===== src/rtl/wfu_pkg.sv =====
// wfu_pkg: shared types and constants for the weight fetch unit.
//   - wfu_state_e : request-side FSM states
//   - wfu_phase_e : kernel phase (3x3 / 1x1), also the top bit of wr_addr
//   - MODE_*      : mode input encodings (00 and 11 both mean 3x3 then 1x1)
//   - WA_*        : field positions inside the weight-buffer write address
//   - KPOS        : number of kernel positions in a 3x3 kernel
package wfu_pkg;

  typedef enum logic [1:0] {
    ST_IDLE  = 2'd0,
    ST_REQ3  = 2'd1,
    ST_REQ1  = 2'd2,
    ST_DRAIN = 2'd3
  } wfu_state_e;

  typedef enum logic {
    PH_3X3 = 1'b0,
    PH_1X1 = 1'b1
  } wfu_phase_e;

  localparam logic [1:0] MODE_3X3 = 2'b01;
  localparam logic [1:0] MODE_1X1 = 2'b10;

  localparam int KPOS       = 9;
  localparam int WA_WORD_LSB = 0;
  localparam int WA_WORD_W   = 8;
  localparam int WA_POS_LSB  = 8;
  localparam int WA_POS_W    = 4;
  localparam int WA_OCH_W    = 8;

endpackage


===== src/rtl/wfu_if.sv =====
// wfu_if: read-request / read-response bus between the weight fetch unit
// and the memory arbiter.
//   req_addr/req_vld/req_rdy : word read request, byte address
//   rsp_data/rsp_vld/rsp_rdy : in-order read response
// Modports: master = fetch unit, slave = arbiter.
interface wfu_if #(
  parameter int ADDR_W = 32,
  parameter int DATA_W = 32
);
  logic [ADDR_W-1:0] req_addr;
  logic              req_vld;
  logic              req_rdy;
  logic [DATA_W-1:0] rsp_data;
  logic              rsp_vld;
  logic              rsp_rdy;

  modport master (
    output req_addr, req_vld, rsp_rdy,
    input  req_rdy, rsp_data, rsp_vld
  );

  modport slave (
    input  req_addr, req_vld, rsp_rdy,
    output req_rdy, rsp_data, rsp_vld
  );
endinterface


===== src/rtl/wfu_wr_addr_gen.sv =====
// wfu_wr_addr_gen: response-side counters of the weight fetch unit.
// Tracks word index within a kernel position, kernel position and phase for
// each accepted response and forms the weight-buffer write address:
//   [ADDR_W-1]            phase (0 = 3x3, 1 = 1x1)
//   [ADDR_W-2:ADDR_W-9]   output channel
//   [11:8]                kernel position
//   [7:0]                 word index
// Ports:
//   clk, rst_n   clock, synchronous active-low reset
//   load         start of a new job: clear counters, set initial phase
//   load_phase   phase the job starts in
//   och          latched output channel
//   cw           words per kernel position for the current job
//   adv          one response written this cycle
//   wr_addr      write address for the response currently presented
module wfu_wr_addr_gen
  import wfu_pkg::*;
#(
  parameter int ADDR_W = 32
) (
  input  logic                  clk,
  input  logic                  rst_n,
  input  logic                  load,
  input  wfu_phase_e            load_phase,
  input  logic [WA_OCH_W-1:0]   och,
  input  logic [8:0]            cw,
  input  logic                  adv,
  output logic [ADDR_W-1:0]     wr_addr
);

  logic [WA_WORD_W-1:0] word_q, word_d;
  logic [WA_POS_W-1:0]  pos_q, pos_d;
  wfu_phase_e           phase_q, phase_d;

  always_comb begin
    word_d  = word_q;
    pos_d   = pos_q;
    phase_d = phase_q;
    if (load) begin
      word_d  = '0;
      pos_d   = '0;
      phase_d = load_phase;
    end else if (adv) begin
      if ({1'b0, word_q} + 9'd1 == cw) begin
        word_d = '0;
        // Only the 3x3 phase steps through kernel positions; the ninth
        // position rolls over into the 1x1 phase.
        if (phase_q == PH_3X3) begin
          if (pos_q == WA_POS_W'(KPOS - 1)) begin
            pos_d   = '0;
            phase_d = PH_1X1;
          end else begin
            pos_d = pos_q + WA_POS_W'(1);
          end
        end
      end else begin
        word_d = word_q + WA_WORD_W'(1);
      end
    end
  end

  always_ff @(posedge clk) begin
    if (!rst_n) begin
      word_q  <= '0;
      pos_q   <= '0;
      phase_q <= PH_3X3;
    end else begin
      word_q  <= word_d;
      pos_q   <= pos_d;
      phase_q <= phase_d;
    end
  end

  always_comb begin
    wr_addr = '0;
    wr_addr[ADDR_W-1]                          = phase_q;
    wr_addr[ADDR_W-2 -: WA_OCH_W]              = och;
    wr_addr[WA_POS_LSB +: WA_POS_W]            = pos_q;
    wr_addr[WA_WORD_LSB +: WA_WORD_W]          = word_q;
  end

endmodule


===== src/rtl/weight_fetch_unit.sv =====
// weight_fetch_unit: fetches the 3x3 and/or 1x1 kernel weights of one output
// channel from the memory arbiter and writes them into the MAC-array weight
// buffer.
// Parameters: DATA_W (bus width, DATA_W/8 int8 weights per word), ADDR_W,
//   MAX_ICH (largest input-channel count), MAX_OUTST (read credit limit).
// Ports:
//   clk, rst_n           clock, synchronous active-low reset
//   start                one-cycle start, honoured only when idle
//   mode                 00/11 3x3 then 1x1, 01 3x3 only, 10 1x1 only
//   in_ch, och_idx       input-channel count, output channel
//   base3, base1         3x3 / 1x1 weight region byte base addresses
//   busy, done           job in progress / one-cycle completion pulse
//   wr_addr/wr_data/wr_en weight-buffer write port (combinational from rsp)
//   bus                  wfu_if master: read requests and responses
//   stall_cnt            cycles of stalled requests; present only when
//                        WFU_STALL_CNT_EN is defined
module weight_fetch_unit
  import wfu_pkg::*;
#(
  parameter int DATA_W    = 32,
  parameter int ADDR_W    = 32,
  parameter int MAX_ICH   = 256,
  parameter int MAX_OUTST = 8
) (
  input  logic              clk,
  input  logic              rst_n,
  input  logic              start,
  input  logic [1:0]        mode,
  input  logic [8:0]        in_ch,
  input  logic [7:0]        och_idx,
  input  logic [ADDR_W-1:0] base3,
  input  logic [ADDR_W-1:0] base1,
  output logic              busy,
  output logic              done,
  output logic [ADDR_W-1:0] wr_addr,
  output logic [DATA_W-1:0] wr_data,
  output logic              wr_en,
  wfu_if.master             bus
`ifdef WFU_STALL_CNT_EN
  ,
  output logic [15:0]       stall_cnt
`endif
);

  localparam int WPW   = DATA_W / 8;
  localparam int CNT_W = $clog2(KPOS * MAX_ICH + 1);
  localparam int OUT_W = $clog2(MAX_OUTST + 1);

  wfu_state_e        state_q, state_d;
  logic [1:0]        mode_q, mode_d;
  logic [7:0]        och_q, och_d;
  logic [8:0]        cw_q, cw_d;
  logic [ADDR_W-1:0] base1_q, base1_d;
  logic [ADDR_W-1:0] req_addr_q, req_addr_d;
  logic              req_vld_q, req_vld_d;
  logic [CNT_W-1:0]  req_cnt_q, req_cnt_d;
  logic [OUT_W-1:0]  outst_q, outst_d;
  logic              busy_q, busy_d;
  logic              done_q, done_d;

  logic              start_ok;
  logic              accept;
  logic              rsp_take;
  logic [8:0]        cw_in;
  logic [CNT_W-1:0]  n3, n1;
  wfu_phase_e        load_phase;

  function automatic logic [ADDR_W-1:0] start_addr(
    input logic [ADDR_W-1:0] base,
    input logic [7:0]        och,
    input logic [CNT_W-1:0]  nwords
  );
    return base + ADDR_W'(och) * ADDR_W'(nwords) * ADDR_W'(WPW);
  endfunction

  assign start_ok = start && (state_q == ST_IDLE);
  assign accept   = req_vld_q && bus.req_rdy;
  // A response with no read outstanding (e.g. one left over from before a
  // reset) has no owner and is dropped.
  assign rsp_take = bus.rsp_vld && (outst_q != '0);

  assign cw_in = 9'((10'(in_ch) + 10'(WPW - 1)) / 10'(WPW));
  assign n3    = CNT_W'(KPOS) * CNT_W'(cw_q);
  assign n1    = CNT_W'(cw_q);

  assign load_phase = (mode == MODE_1X1) ? PH_1X1 : PH_3X3;

  always_comb begin
    outst_d = outst_q;
    case ({accept, rsp_take})
      2'b10:   outst_d = outst_q + OUT_W'(1);
      2'b01:   outst_d = outst_q - OUT_W'(1);
      default: outst_d = outst_q;
    endcase
  end

  always_comb begin
    state_d    = state_q;
    mode_d     = mode_q;
    och_d      = och_q;
    cw_d       = cw_q;
    base1_d    = base1_q;
    req_addr_d = req_addr_q;
    req_cnt_d  = req_cnt_q;
    busy_d     = busy_q;
    done_d     = 1'b0;

    case (state_q)
      ST_IDLE: begin
        if (start) begin
          mode_d    = mode;
          och_d     = och_idx;
          cw_d      = cw_in;
          base1_d   = base1;
          busy_d    = 1'b1;
          req_cnt_d = '0;
          // An empty job goes straight to DRAIN, which finishes at once.
          if (in_ch == '0) begin
            state_d = ST_DRAIN;
          end else if (mode == MODE_1X1) begin
            state_d    = ST_REQ1;
            req_addr_d = start_addr(base1, och_idx, CNT_W'(cw_in));
          end else begin
            state_d    = ST_REQ3;
            req_addr_d = start_addr(base3, och_idx, CNT_W'(KPOS) * CNT_W'(cw_in));
          end
        end
      end

      ST_REQ3: begin
        if (accept) begin
          if (req_cnt_q + CNT_W'(1) == n3) begin
            req_cnt_d = '0;
            if (mode_q != MODE_3X3) begin
              state_d    = ST_REQ1;
              req_addr_d = start_addr(base1_q, och_q, n1);
            end else begin
              state_d = ST_DRAIN;
            end
          end else begin
            req_cnt_d  = req_cnt_q + CNT_W'(1);
            req_addr_d = req_addr_q + ADDR_W'(WPW);
          end
        end
      end

      ST_REQ1: begin
        if (accept) begin
          if (req_cnt_q + CNT_W'(1) == n1) begin
            req_cnt_d = '0;
            state_d   = ST_DRAIN;
          end else begin
            req_cnt_d  = req_cnt_q + CNT_W'(1);
            req_addr_d = req_addr_q + ADDR_W'(WPW);
          end
        end
      end

      ST_DRAIN: begin
        // Finish in the cycle of the last write so done lands one cycle later.
        if ((outst_q == '0) || ((outst_q == OUT_W'(1)) && rsp_take)) begin
          done_d  = 1'b1;
          busy_d  = 1'b0;
          state_d = ST_IDLE;
        end
      end

      default: state_d = ST_IDLE;
    endcase

    // A pending request keeps its credit (outst_d never grows without an
    // accept), so a stalled req_vld stays high with its address held.
    req_vld_d = ((state_d == ST_REQ3) || (state_d == ST_REQ1)) &&
                (outst_d < OUT_W'(MAX_OUTST));
  end

  always_ff @(posedge clk) begin
    if (!rst_n) begin
      state_q    <= ST_IDLE;
      mode_q     <= '0;
      och_q      <= '0;
      cw_q       <= '0;
      base1_q    <= '0;
      req_addr_q <= '0;
      req_vld_q  <= 1'b0;
      req_cnt_q  <= '0;
      outst_q    <= '0;
      busy_q     <= 1'b0;
      done_q     <= 1'b0;
    end else begin
      state_q    <= state_d;
      mode_q     <= mode_d;
      och_q      <= och_d;
      cw_q       <= cw_d;
      base1_q    <= base1_d;
      req_addr_q <= req_addr_d;
      req_vld_q  <= req_vld_d;
      req_cnt_q  <= req_cnt_d;
      outst_q    <= outst_d;
      busy_q     <= busy_d;
      done_q     <= done_d;
    end
  end

  wfu_wr_addr_gen #(
    .ADDR_W (ADDR_W)
  ) u_wr_addr_gen (
    .clk        (clk),
    .rst_n      (rst_n),
    .load       (start_ok),
    .load_phase (load_phase),
    .och        (och_q),
    .cw         (cw_q),
    .adv        (rsp_take),
    .wr_addr    (wr_addr)
  );

`ifdef WFU_STALL_CNT_EN
  logic [15:0] stall_q, stall_d;

  always_comb begin
    stall_d = stall_q;
    if (start_ok) begin
      stall_d = '0;
    end else if (busy_q && req_vld_q && !bus.req_rdy && (stall_q != 16'hFFFF)) begin
      stall_d = stall_q + 16'd1;
    end
  end

  always_ff @(posedge clk) begin
    if (!rst_n) begin
      stall_q <= '0;
    end else begin
      stall_q <= stall_d;
    end
  end

  assign stall_cnt = stall_q;
`endif

  assign busy         = busy_q;
  assign done         = done_q;
  assign bus.req_addr = req_addr_q;
  assign bus.req_vld  = req_vld_q;
  assign bus.rsp_rdy  = 1'b1;
  assign wr_en        = rsp_take;
  assign wr_data      = bus.rsp_data;

endmodule

===== src/flat_wrapper.sv =====
// flat-port wrapper written by rule: the top's interface ports become plain ports
module weight_fetch_unit_flat import wfu_pkg::*;
#(
  parameter int DATA_W    = 32,
  parameter int ADDR_W    = 32,
  parameter int MAX_ICH   = 256,
  parameter int MAX_OUTST = 8
)
  (clk, rst_n, start, mode, in_ch, och_idx, base3, base1, busy, done, wr_addr, wr_data, wr_en, bus_req_addr, bus_req_vld, bus_rsp_rdy, bus_req_rdy, bus_rsp_data, bus_rsp_vld);
  wfu_if #(.ADDR_W(ADDR_W), .DATA_W(DATA_W)) bus_i ();
  input  logic clk;
  input  logic rst_n;
  input  logic start;
  input  logic [1:0] mode;
  input  logic [8:0] in_ch;
  input  logic [7:0] och_idx;
  input  logic [ADDR_W-1:0] base3;
  input  logic [ADDR_W-1:0] base1;
  output logic busy;
  output logic done;
  output logic [ADDR_W-1:0] wr_addr;
  output logic [DATA_W-1:0] wr_data;
  output logic wr_en;
  output wire logic [$bits(bus_i.req_addr)-1:0] bus_req_addr;
  output wire logic [$bits(bus_i.req_vld)-1:0] bus_req_vld;
  output wire logic [$bits(bus_i.rsp_rdy)-1:0] bus_rsp_rdy;
  input wire logic [$bits(bus_i.req_rdy)-1:0] bus_req_rdy;
  input wire logic [$bits(bus_i.rsp_data)-1:0] bus_rsp_data;
  input wire logic [$bits(bus_i.rsp_vld)-1:0] bus_rsp_vld;
  assign bus_req_addr = bus_i.req_addr;
  assign bus_req_vld = bus_i.req_vld;
  assign bus_rsp_rdy = bus_i.rsp_rdy;
  assign bus_i.req_rdy = bus_req_rdy;
  assign bus_i.rsp_data = bus_rsp_data;
  assign bus_i.rsp_vld = bus_rsp_vld;
  weight_fetch_unit #(.DATA_W(DATA_W), .ADDR_W(ADDR_W), .MAX_ICH(MAX_ICH), .MAX_OUTST(MAX_OUTST)) u_core (.clk(clk), .rst_n(rst_n), .start(start), .mode(mode), .in_ch(in_ch), .och_idx(och_idx), .base3(base3), .base1(base1), .busy(busy), .done(done), .wr_addr(wr_addr), .wr_data(wr_data), .wr_en(wr_en), .bus(bus_i));
endmodule

===== config.mk =====
export PLATFORM = sky130hd
export DESIGN_NAME = weight_fetch_unit_flat
export DESIGN_NICKNAME = d
export VERILOG_FILES = /design/src/rtl/wfu_pkg.sv /design/src/rtl/wfu_if.sv /design/src/rtl/wfu_wr_addr_gen.sv /design/src/rtl/weight_fetch_unit.sv /design/src/flat_wrapper.sv
export SDC_FILE = /design/constraint.sdc
export NUM_CORES = 1
export LEC_CHECK = 0
export BUFFER_PORTS_ARGS = -buffer_cell sky130_fd_sc_hd__buf_4
export CAP_MARGIN = 10
export CORE_UTILIZATION = 32
export CTS_CLUSTER_SIZE = 25
export DETAILED_ROUTE_END_ITERATION = 10
export GPL_ROUTABILITY_DRIVEN = 0
export PLACE_DENSITY = 0.46
export SLEW_MARGIN = 20
export SYNTH_ARGS = -nofsm -noshare
export SYNTH_HDL_FRONTEND = slang
export SYNTH_SLANG_ARGS = --single-unit

===== constraint.sdc =====
create_clock -name clk -period 12.7 [get_ports clk]
set_input_delay 2.54 -clock clk [delete_from_list [all_inputs] [get_ports clk]]
set_output_delay 2.54 -clock clk [all_outputs]
set_load 0.01 [all_outputs]

==> summary.md, run 1 <==
| Metric | Value |
|---|---|
| Result of the run | `finished clean` |
| Cell area after layout | `20000 µm²` |
| Relative slew margins | `0.309` |
| First-pass GRT wire length | `90800 µm` |
| Horizontal die dimension | `239 µm` |
| Number of buffers created by CTS | `17` |
| Via-to-Cell Ratio | `5.22` |
| CTS tree | `done` |
| Pre-Repair DR Iteration Count | `5` |
| Library cell with the largest summed area after synthesis | `fa_1` |
| Cell area power density | `286 nW/µm²` |
| Most used flip-flop cell after synthesis | `dfxtp_1` |
| Critical Setup Path Class | `in -> reg` |
| Syn Inst Count | `2266` |
| Number of levels in the clock H-tree | `4` |
| Critical Path Start | `in_ch[0]` |
| Initial Util | `0.324` |
| Count of flip-flops with a built-in enable after synthesis | `0` |
| Floorplan Core Area | `55200 µm²` |
| Yosys top cell area share | `0.153` |
| Overall fraction of global-route tracks in use | `0.206` |
| Skew final | `0.0152 ns` |
| Std cell rows | `86` |
| Number of buffer cells added on primary ports | `144` |
| Cells taking the most area after synthesis | `fa_1 15%, ha_1 14%, dfxtp_1 13%` |
| Cts repair resizes | `0` |
| Number of top-level pins | `221` |
| Number of hold-slack violations in the final timing report | `0` |
| Clk buf depth | `2` |
| Via count of the first global-routing pass | `15900` |
| Number of nets in the layout | `2802` |
| Clock transition time at the flip-flop clock pins of the worst setup and hold paths | `0.07 ns` |
| Number of max-slew violations in the final report | `0` |
| Final antenna diode count | `0` |
| Maximum vdd drop | `0.000442 V` |
| CP Launch Type | `input pin` |
| Via count | `16200` |
| Count of endpoints failing setup in the final report | `0` |
| Crit path DAT | `11.94 ns` |
| Cell with the biggest individual delay on the critical path | `xor2_1` |
| Upper clock frequency limit | `86.2 MHz` |
| Setup tns final | `0 ns` |
| Register area share after synthesis | `0.130` |
| Per-instance average area after synthesis | `7.90 µm²` |
| Count of maximum capacitance violations | `0` |
| Detailed router's first-iteration violation count | `933` |
| CTS Sinks | `116` |
| Reg-to-reg startpoint | `u_core.cw_q[6]$_SDFFE_PN0P_` |
| Net switching fraction of the power | `0.538` |
| Synthesized flop and latch total | `116` |
| Library cells used by synthesis | `98` |
| Crit. End Element | `flip-flop` |
| Count of buffers added by post-CTS timing repair for setup | `0` |
| Number of warning messages in the yosys log | `0` |
| Final Cycle Share | `0.914` |
| Fraction of layout instances using a drive strength above 1 | `0.101` |
| Final wirelength | `58500 µm` |
| Largest net degree at the start of global routing | `50` |
| Final min period | `11.60 ns` |
| Post-synthesis instance area | `17900 µm²` |
| Area after detailed placement | `19500 µm²` |
| Detailed Place HPWL | `46600 µm` |
| Reg2reg end | `u_core.bus.req_addr[22]$_SDFFE_PN0P_` |
| Post-detailed-route DRC marker count | `0` |
| Clk_lat worst skew | `0.44 ns` |
| Number of antenna violations at the first check in global routing | `1` |
| Part of the power in combinational logic | `0.831` |
| Gr ovfl total | `0` |
| Class of the most critical hold timing path | `reg -> reg` |
| Sequential power share | `0.087` |
| Actual transition at the worst max-transition pin | `1.03 ns` |
| R2R setup slack | `5.24 ns` |
| Internal | `2.65 mW` |
| Depth of the worst register-to-register path | `24` |
| Highest net fanout along the worst path | `10` |
| Setup repair after global routing missed its margin | `false` |
| Detail-routed net length per standard cell | `18.8 µm` |
| Clk pwr share | `0.082` |
| Post-CTS Hold Buffers | `0` |
| Post-route ant nets | `0` |
| Pleak | `9.16 nW` |
| Asr flop ratio synth | `0` |
| Area added between synthesis and finish | `12.0%` |
| Delay of the slowest cell on the worst path | `0.78 ns` |
| Die outline height | `239 µm` |
| Clk Tree Root Cell | `clkbuf_16` |
| Capture point of the worst path | `u_core.bus.req_addr[31]$_SDFFE_PN0P_` |
| Full die area | `56900 µm²` |
| Required @ worst endpoint | `13.04 ns` |
| Design Power | `5.73 mW` |
| Switching power | `3.08 mW` |
[power groups by stage]
stage                     registers, mW  logic (mW)  clock network (mW)
after floorplan                   0.476        3.55                   0
after global placement            0.506        4.71                   0
after detailed placement          0.508        4.76                   0
after CTS                         0.499        4.79               0.480
after global routing              0.507        5.32               0.498
final                             0.500        4.76               0.471
[worst min-delay path by stage]
stage	cells after the start	slack, ns	endpoint	startpoint
CTS	2	0.46	u_core.base1_q[0]$_SDFFE_PN0P_	u_core.base1_q[0]$_SDFFE_PN0P_
detailed placement	2	0.45	u_core.base1_q[0]$_SDFFE_PN0P_	u_core.base1_q[0]$_SDFFE_PN0P_
floorplan	2	0.43	u_core.mode_q[1]$_SDFFE_PN0P_	u_core.mode_q[1]$_SDFFE_PN0P_
finish	2	0.46	u_core.base1_q[1]$_SDFFE_PN0P_	u_core.base1_q[1]$_SDFFE_PN0P_
global placement	2	0.44	u_core.mode_q[1]$_SDFFE_PN0P_	u_core.mode_q[1]$_SDFFE_PN0P_
global route	2	0.48	u_core.base1_q[0]$_SDFFE_PN0P_	u_core.base1_q[0]$_SDFFE_PN0P_
[layout by cell type (no fill, tap or decap), drive strengths merged, types with 12 or more instances in the layout]
| cell | n |
|---|---|
| or3 | 14 |
| fa | 137 |
| a211oi | 27 |
| o21a | 24 |
| a21oi | 161 |
| nand2 | 290 |
| o22ai | 15 |
| a31oi | 18 |
| o221ai | 16 |
| and3 | 25 |
| o21bai | 17 |
| conb | 20 |
| nor3 | 41 |
| o21ai | 65 |
| and2 | 100 |
| inv | 256 |
| nor2b | 31 |
| nand3 | 64 |
| xnor2 | 109 |
| nand2b | 13 |
| clkbuf | 17 |
| nand4 | 23 |
| a21o | 30 |
| ha | 199 |
| mux2i | 12 |
| dfxtp | 116 |
| buf | 163 |
| nor2 | 135 |
| xor2 | 53 |
[cell usage after synthesis (all sizes together) (30+ instances only)]
| cell | count |
|---|---|
| nand2 | 290 |
| xor2 | 53 |
| clkbuf | 51 |
| nand3 | 64 |
| fa | 137 |
| a21oi | 161 |
| buf | 69 |
| and2 | 100 |
| xnor2 | 109 |
| nor2 | 135 |
| inv | 246 |
| dfxtp | 116 |
| nor3 | 41 |
| o21ai | 65 |
| a21o | 30 |
| nor2b | 31 |
| ha | 199 |
[worst max-delay path: cells and delay by family]
kind | cells | cell delay (ns)
AOI/OAI and AO/OA | 6 | 1.44
xor gates and xnor gates | 2 | 0.92
adders and majority gates | 10 | 4.18
buffers and inverters | 3 | 0.19
and+or+nand+nor | 14 | 2.64
[sequential cells by signal (all words and copies together), names as in the netlist]
register,flops
u_core.done,1
u_core.och_q,8
u_core.req_cnt_q,12
u_core.bus.req_vld,1
u_core.mode_q,2
u_core.bus.req_addr,32
u_core.cw_q,8
u_core.busy,1
u_core.base1_q,32
u_core.u_wr_addr_gen.word_q,8
u_core.u_wr_addr_gen.phase_q,1
u_core.outst_q,4
u_core.state_q,2
u_core.u_wr_addr_gen.pos_q,4
[per-stage QoR]
step           worst slack [ns]  utilization  cells  hold slack (ns)
6_report                   1.10        0.363   3107            0.456
5_1_grt                   0.476        0.363   3107            0.480
2_1_floorplan              1.62            -   2284            0.431
3_3_place_gp              0.819        0.353   3075            0.439
4_1_cts                    1.18        0.363   3107            0.457
3_5_place_dp              0.693        0.353   3075            0.449
[area by class of cell]
cell class / count / area, µm²
clock buffer: 17 / 425
clock inverter: 15 / 133
fill: 5798 / 35200
inverter: 249 / 935
multi-input combinational: 1799 / 14100
sequential: 116 / 2320
tap: 748 / 936
timing repair buffer: 163 / 1220
[routing by layer]
metal	track usage	up-vias	wire length, µm
met3	0.0231	51	2370
met5	0	-	0
met2	0.352	377	28500
met4	0.0544	0	1020
li1	-	7825	-
met1	0.274	7960	26500
[cells by family (layout without fill, tap and decap cells)]
kind of cell	count (synthesis)	in the layout	synth area share
buffers and inverters	369	444	0.0885
and+or+nand+nor	785	785	0.216
AOI/OAI and AO/OA	478	478	0.179
adders and majority gates	337	337	0.293
muxes	12	12	0.00671
xor gates and xnor gates	167	167	0.0865
DFF	116	116	0.130
other	2	20	0.000420
Power figures use the tool's default switching activity.
==> run 2: changes to the inputs <==
Settings changed: PLACE_DENSITY 0.46 to unset, PLACE_DENSITY_LB_ADDON set to 0.05.
==> run 2 against run 1 <==
Against the previous run: first-iteration DRC count is 15% lower; via count down 1.4%; total power up 1.1%; utilization rose by 0.18 points; combinational power barely moved; flip-flop and latch count unchanged; wire length is 2.1% higher; critical path depth increased by 3; cell count barely moved; sequential share of layout area shrank 0.056 points; hold slack worse by 0.00052 ns; critical path type unchanged; largest power group unchanged.
==> summary.md, run 2 (synthesized netlist as in run 1, its figures left out) <==
| Metric | Value |
|---|---|
| Upper clock frequency limit | `87.6 MHz (was 86.2 MHz)` |
| Number of nets in the layout | `2805 (was 2802)` |
| Crit path DAT | `11.78 ns (was 11.94 ns)` |
| Delay of the slowest cell on the worst path | `0.55 ns (was 0.78 ns)` |
| Cell area power density | `288 nW/µm² (was 286 nW/µm²)` |
| Largest net degree at the start of global routing | `79 (was 50)` |
| Via count of the first global-routing pass | `16000 (was 15900)` |
| Register area | `2320 µm² (unchanged)` |
| Crit. End Element | `flip-flop (unchanged)` |
| First-pass GRT wire length | `93200 µm (was 90800 µm)` |
| Detailed router's first-iteration violation count | `789 (was 933)` |
| Count of buffers added by post-CTS timing repair for setup | `0 (unchanged)` |
| Pre-Repair DR Iteration Count | `5 (unchanged)` |
| Number of levels in the clock H-tree | `4 (unchanged)` |
| Fraction of layout instances using a drive strength above 1 | `0.103 (was 0.101)` |
| Most common cell after layout, fill and taps aside | `nand2_1 (unchanged)` |
| Critical Setup Path Class | `in -> reg (unchanged)` |
| Hold Crit Start | `u_core.base1_q[1]$_SDFFE_PN0P_ (unchanged)` |
| Reg-to-reg startpoint | `u_core.cw_q[5]$_SDFFE_PN0P_ (was u_core.cw_q[6]$_SDFFE_PN0P_)` |
| Via-to-Cell Ratio | `5.14 (was 5.22)` |
| Clk_lat worst skew | `0.46 ns (was 0.44 ns)` |
| Number of max-slew violations in the final report | `0 (unchanged)` |
| Design Power | `5.79 mW (was 5.73 mW)` |
| Detailed Place HPWL | `47800 µm (was 46600 µm)` |
| CTS tree | `done (unchanged)` |
| CTS Sinks | `116 (unchanged)` |
| Number of top-level pins | `221 (unchanged)` |
| Highest net fanout along the worst path | `8 (was 10)` |
| Relative slew margins | `0.335 (was 0.309)` |
| CP Launch Type | `input pin (unchanged)` |
| Area occupied by multi-input gates | `14100 µm² (about the same)` |
| Gr ovfl total | `0 (unchanged)` |
| Std cell rows | `86 (unchanged)` |
| Critical Path Start | `in_ch[0] (unchanged)` |
| Final antenna diode count | `0 (unchanged)` |
| Horizontal die dimension | `239 µm (unchanged)` |
| Required @ worst endpoint | `13.06 ns (was 13.04 ns)` |
| Count of endpoints failing setup in the final report | `0 (unchanged)` |
| Post-detailed-route DRC marker count | `0 (unchanged)` |
| Area added between synthesis and finish | `12.5% (was 12.0%)` |
| Fill cell total of the finished layout | `5888 (was 5798)` |
| Clock transition time at the flip-flop clock pins of the worst setup and hold paths | `0.06 ns (was 0.07 ns)` |
| Most used cells in the layout excluding fill and tap cells | `287 x nand2_1, 245 x inv_1, 199 x ha_1, 166 x buf_4, 161 x a21oi_1 (was 287 x nand2_1, 245 x inv_1, 199 x ha_1, 163 x buf_4, 161 x a21oi_1)` |
| Result of the run | `finished clean (unchanged)` |
| Detail-routed net length per standard cell | `19.2 µm (was 18.8 µm)` |
| Initial Util | `0.324 (unchanged)` |
| Setup repair after global routing missed its margin | `false (unchanged)` |
| Cell with the biggest individual delay on the critical path | `fa_1 (was xor2_1)` |
| Actual transition at the worst max-transition pin | `0.998 ns (was 1.03 ns)` |
| Final Cycle Share | `0.899 (was 0.914)` |
| Clk Tree Root Cell | `clkbuf_16 (unchanged)` |
| Pleak | `9.20 nW (was 9.16 nW)` |
| Number of antenna violations at the first check in global routing | `0 (was 1)` |
| Final wirelength | `59700 µm (was 58500 µm)` |
| Die outline height | `239 µm (unchanged)` |
| Overall fraction of global-route tracks in use | `0.213 (was 0.206)` |
| Maximum vdd drop | `0.000400 V (was 0.000442 V)` |
| Class of the most critical hold timing path | `reg -> reg (unchanged)` |
| Number of buffer cells added on primary ports | `144 (unchanged)` |
| Count of maximum capacitance violations | `0 (unchanged)` |
| Cts repair resizes | `0 (unchanged)` |
| Skew final | `0.0176 ns (was 0.0152 ns)` |
| Post-route ant nets | `0 (unchanged)` |
| Clk buf depth | `2 (unchanged)` |
| Most common cell type on the critical path | `nor2_1` |
| Floorplan Core Area | `55200 µm² (unchanged)` |
| Via count | `16000 (was 16200)` |
| Post-CTS Hold Buffers | `0 (unchanged)` |
| Number of hold-slack violations in the final timing report | `0 (unchanged)` |
| Final min period | `11.42 ns (was 11.60 ns)` |
| Setup tns final | `0 ns (unchanged)` |
| Number of buffers created by CTS | `17 (unchanged)` |
| Full die area | `56900 µm² (unchanged)` |
[run 2: changes by cell type in the layout (fill, tap and decap cells not counted), sizes merged]
cell	before	now
clkinv	5	3
clkinvlp	3	5
buf	163	166
bufinv	0	3
clkbuf	17	19
inv	256	251
[run 2: worst max-delay path: cells and delay by family]
kind,cells,cell delay (ns)
adder cells (fa/ha/maj),10,4.11
XOR/XNOR,2,0.34
AND/OR/NAND/NOR,16,3.09
AO/OA/AOI/OAI,6,1.39
buffers and inverters,4,0.31
[run 2: layout make-up]
cell class,instances,area share
clock buffers,19,0.0225
multi-input cells,1799,0.699
flip-flops and latches,116,0.115
repair buffers,166,0.0619
clock inverters,13,0.00851
inverters,249,0.0464
well taps,748,0.0465
[run 2: layer usage]
metal  track usage  up-vias  routed length (µm)
met2         0.357      277               28400
met3        0.0240       39                1810
met1         0.292     7839               28600
met5             0        -                   0
met4        0.0488        0                 899
li1              -     7836                   -
[run 2: metrics by stage]
stage	instance area (µm²)	hold slack [ns]	setup WS, ns	util	cells
floorplan	18000	0.431	1.62	-	2284
global placement	19500	0.442	0.914	0.354	3078
detailed placement	19500	0.451	0.808	0.354	3078
CTS	20100	0.460	1.28	0.365	3110
global route	20100	0.479	0.565	0.365	3110
finish	20100	0.455	1.28	0.365	3110
[run 2: path summary, 6_finish.rpt]
| kind | end | slack, ns | cells after the start |
|---|---|---|---|
| hold / removal | u_core.base1_q[1]$_SDFFE_PN0P_ | 0.46 | 2 |
| setup / recovery | u_core.bus.req_addr[31]$_SDFFE_PN0P_ | 1.28 | 38 |
| hold reg to reg | u_core.base1_q[1]$_SDFFE_PN0P_ | 0.46 | 2 |
| setup reg to reg | u_core.bus.req_addr[31]$_SDFFE_PN0P_ | 5.38 | 25 |
[run 2: power breakdown]
part           total (mW)  internal [mW]  switching, mW
registers           0.492          0.412         0.0794
logic                4.77           1.97           2.81
clock network       0.527          0.321          0.206
total                5.79           2.70           3.09
==> run 3: changes to the inputs <==
Settings changed: CELL_PAD_IN_SITES_DETAIL_PLACEMENT set to 1, CELL_PAD_IN_SITES_GLOBAL_PLACEMENT set to 2.
==> run 3 against run 2 <==
Against the previous run: die area unchanged; first-iteration DRC count is 8.7% lower; clock power shrank 11%; clock skew is 0.0016 ns lower; largest power group unchanged; via count up 0.94%.
==> summary.md, run 3 (synthesized netlist as in run 1, its figures left out) <==
| Metric | Value |
|---|---|
| Most used cells in the layout excluding fill and tap cells | `287 x nand2_1, 245 x inv_1, 199 x ha_1, 161 x a21oi_1, 160 x buf_4 (was 287 x nand2_1, 245 x inv_1, 199 x ha_1, 166 x buf_4, 161 x a21oi_1)` |
| Pre-Repair DR Iteration Count | `5 (unchanged)` |
| Most common cell after layout, fill and taps aside | `nand2_1 (unchanged)` |
| Detailed Place HPWL | `51800 µm (was 47800 µm)` |
| Initial Util | `0.324 (unchanged)` |
| Number of hold-slack violations in the final timing report | `0 (unchanged)` |
| Number of nets in the layout | `2800 (was 2805)` |
| Die outline height | `239 µm (unchanged)` |
| Std cell rows | `86 (unchanged)` |
| Number of levels in the clock H-tree | `4 (unchanged)` |
| Setup tns final | `0 ns (unchanged)` |
| Post-CTS Hold Buffers | `0 (unchanged)` |
| Clk Tree Root Cell | `clkbuf_16 (unchanged)` |
| Crit. End Element | `flip-flop (unchanged)` |
| Result of the run | `finished clean (unchanged)` |
| Relative slew margins | `0.311 (was 0.335)` |
| CP Launch Type | `input pin (unchanged)` |
| Number of buffer cells added on primary ports | `144 (unchanged)` |
| Via-to-Cell Ratio | `5.20 (was 5.14)` |
| Pleak | `9.16 nW (was 9.20 nW)` |
| Required @ worst endpoint | `13.06 ns (about the same)` |
| Share of the core filled with cells in the final layout | `0.363 (was 0.365)` |
| Number of buffers created by CTS | `17 (unchanged)` |
| Crit path DAT | `11.96 ns (was 11.78 ns)` |
| Actual transition at the worst max-transition pin | `1.03 ns (was 0.998 ns)` |
| Upper clock frequency limit | `86.3 MHz (was 87.6 MHz)` |
| Full die area | `56900 µm² (unchanged)` |
| Count of endpoints failing setup in the final report | `0 (unchanged)` |
| Delay of the slowest cell on the worst path | `0.55 ns (about the same)` |
| Post-detailed-route DRC marker count | `0 (unchanged)` |
| First-pass GRT wire length | `99700 µm (was 93200 µm)` |
| Fraction of layout instances using a drive strength above 1 | `0.101 (was 0.103)` |
| Skew final | `0.0160 ns (was 0.0176 ns)` |
| Count of maximum capacitance violations | `0 (unchanged)` |
| Largest net degree at the start of global routing | `79 (unchanged)` |
| Post-route ant nets | `0 (unchanged)` |
| Critical Setup Path Class | `in -> reg (unchanged)` |
| Final min period | `11.59 ns (was 11.42 ns)` |
| Clk buf depth | `2 (unchanged)` |
| Floorplan Core Area | `55200 µm² (unchanged)` |
| Cell area power density | `294 nW/µm² (was 288 nW/µm²)` |
| Final wirelength | `63600 µm (was 59700 µm)` |
| Number of top-level pins | `221 (unchanged)` |
| Cell area after layout | `20000 µm² (was 20100 µm²)` |
| CTS tree | `done (unchanged)` |
| Clk_lat worst skew | `0.46 ns (about the same)` |
| Via count | `16100 (was 16000)` |
| Number of antenna violations at the first check in global routing | `3 (was 0)` |
| Area added between synthesis and finish | `12.0% (was 12.5%)` |
| Horizontal die dimension | `239 µm (unchanged)` |
| Highest net fanout along the worst path | `9 (was 8)` |
| Fill cell total of the finished layout | `6680 (was 5888)` |
| Maximum vdd drop | `0.000663 V (was 0.000400 V)` |
| CTS Sinks | `116 (unchanged)` |
| Class of the most critical hold timing path | `reg -> reg (unchanged)` |
| Overall fraction of global-route tracks in use | `0.229 (was 0.213)` |
| Most common cell type on the critical path | `nor2_1 (unchanged)` |
| Via count of the first global-routing pass | `17000 (was 16000)` |
| Clock transition time at the flip-flop clock pins of the worst setup and hold paths | `0.07 ns (was 0.06 ns)` |
| Count of buffers added by post-CTS timing repair for setup | `0 (unchanged)` |
| Setup repair after global routing missed its margin | `false (unchanged)` |
| Number of max-slew violations in the final report | `0 (unchanged)` |
| Detailed router's first-iteration violation count | `720 (was 789)` |
| Gr ovfl total | `0 (unchanged)` |
| Cts repair resizes | `0 (unchanged)` |
| Design Power | `5.88 mW (was 5.79 mW)` |
| Final Cycle Share | `0.913 (was 0.899)` |
| Area after detailed placement | `19500 µm² (about the same)` |
| Cell with the biggest individual delay on the critical path | `fa_1 (unchanged)` |
| Detail-routed net length per standard cell | `20.5 µm (was 19.2 µm)` |
-- run 3: cell count changes in the layout (fill, tap and decap cells not counted), moves of 2 or more --
cell / before / now
buf_4: 166 / 160
bufinv_16: 3 / 0
clkbuf_8: 2 / 0
clkinv_2: 0 / 2
clkinv_4: 1 / 5
clkinvlp_4: 5 / 2
diode_2: 0 / 2
inv_8: 0 / 2
-- run 3: path summary, 6_finish.rpt --
path	slack (ns)	from	cells after the start	to
worst min-delay path	0.46	u_core.base1_q[1]$_SDFFE_PN0P_	2	u_core.base1_q[1]$_SDFFE_PN0P_
worst max register to register	5.11	u_core.cw_q[6]$_SDFFE_PN0P_	25	u_core.bus.req_addr[31]$_SDFFE_PN0P_
worst max-delay path	1.11	in_ch[0]	39	u_core.bus.req_addr[31]$_SDFFE_PN0P_
worst min register to register	0.46	u_core.base1_q[1]$_SDFFE_PN0P_	2	u_core.base1_q[1]$_SDFFE_PN0P_
-- run 3: worst max-delay path: cells and delay by family --
| kind | cells | cell delay [ns] |
|---|---|---|
| and+or+nand+nor | 16 | 3.17 |
| buffers and inverters | 5 | 0.48 |
| adders and majority gates | 10 | 4.05 |
| AOI/OAI and AO/OA | 6 | 1.37 |
| xor gates and xnor gates | 2 | 0.34 |
-- run 3: where the power goes --
| part | internal, mW | leakage (nW) | switching, mW |
|---|---|---|---|
| clock | 0.254 | 0.268 | 0.213 |
| sequential | 0.412 | 0.950 | 0.0842 |
| combinational | 1.97 | 7.94 | 2.95 |
-- run 3: layout make-up --
cell class                 instances  area (µm²)  area share
multi-input combinational       1799       14100       0.703
sequential                       116        2320       0.116
timing repair buffer             161        1210      0.0605
tap                              748         936      0.0467
inverter                         249         935      0.0466
clock buffer                      17         425      0.0212
clock inverter                    15         126     0.00631
antenna                            2        5.00    0.000250
-- run 3: routing by layer --
metal / up-vias / track usage / share of wire
met4: 2 / 0.0563 / 0.016
met5: - / 0 / 0.00017
met3: 43 / 0.0244 / 0.026
met1: 8069 / 0.308 / 0.48
met2: 208 / 0.390 / 0.48
li1: 7820 / - / -
-- run 3: stage by stage --
step / setup slack (ns) / hold slack [ns] / cells
2_1_floorplan: 1.62 / 0.431 / 2284
3_3_place_gp: 0.760 / 0.442 / 3072
3_5_place_dp: 0.635 / 0.455 / 3072
4_1_cts: 1.14 / 0.463 / 3104
5_1_grt: 0.410 / 0.484 / 3106
6_report: 1.11 / 0.459 / 3107
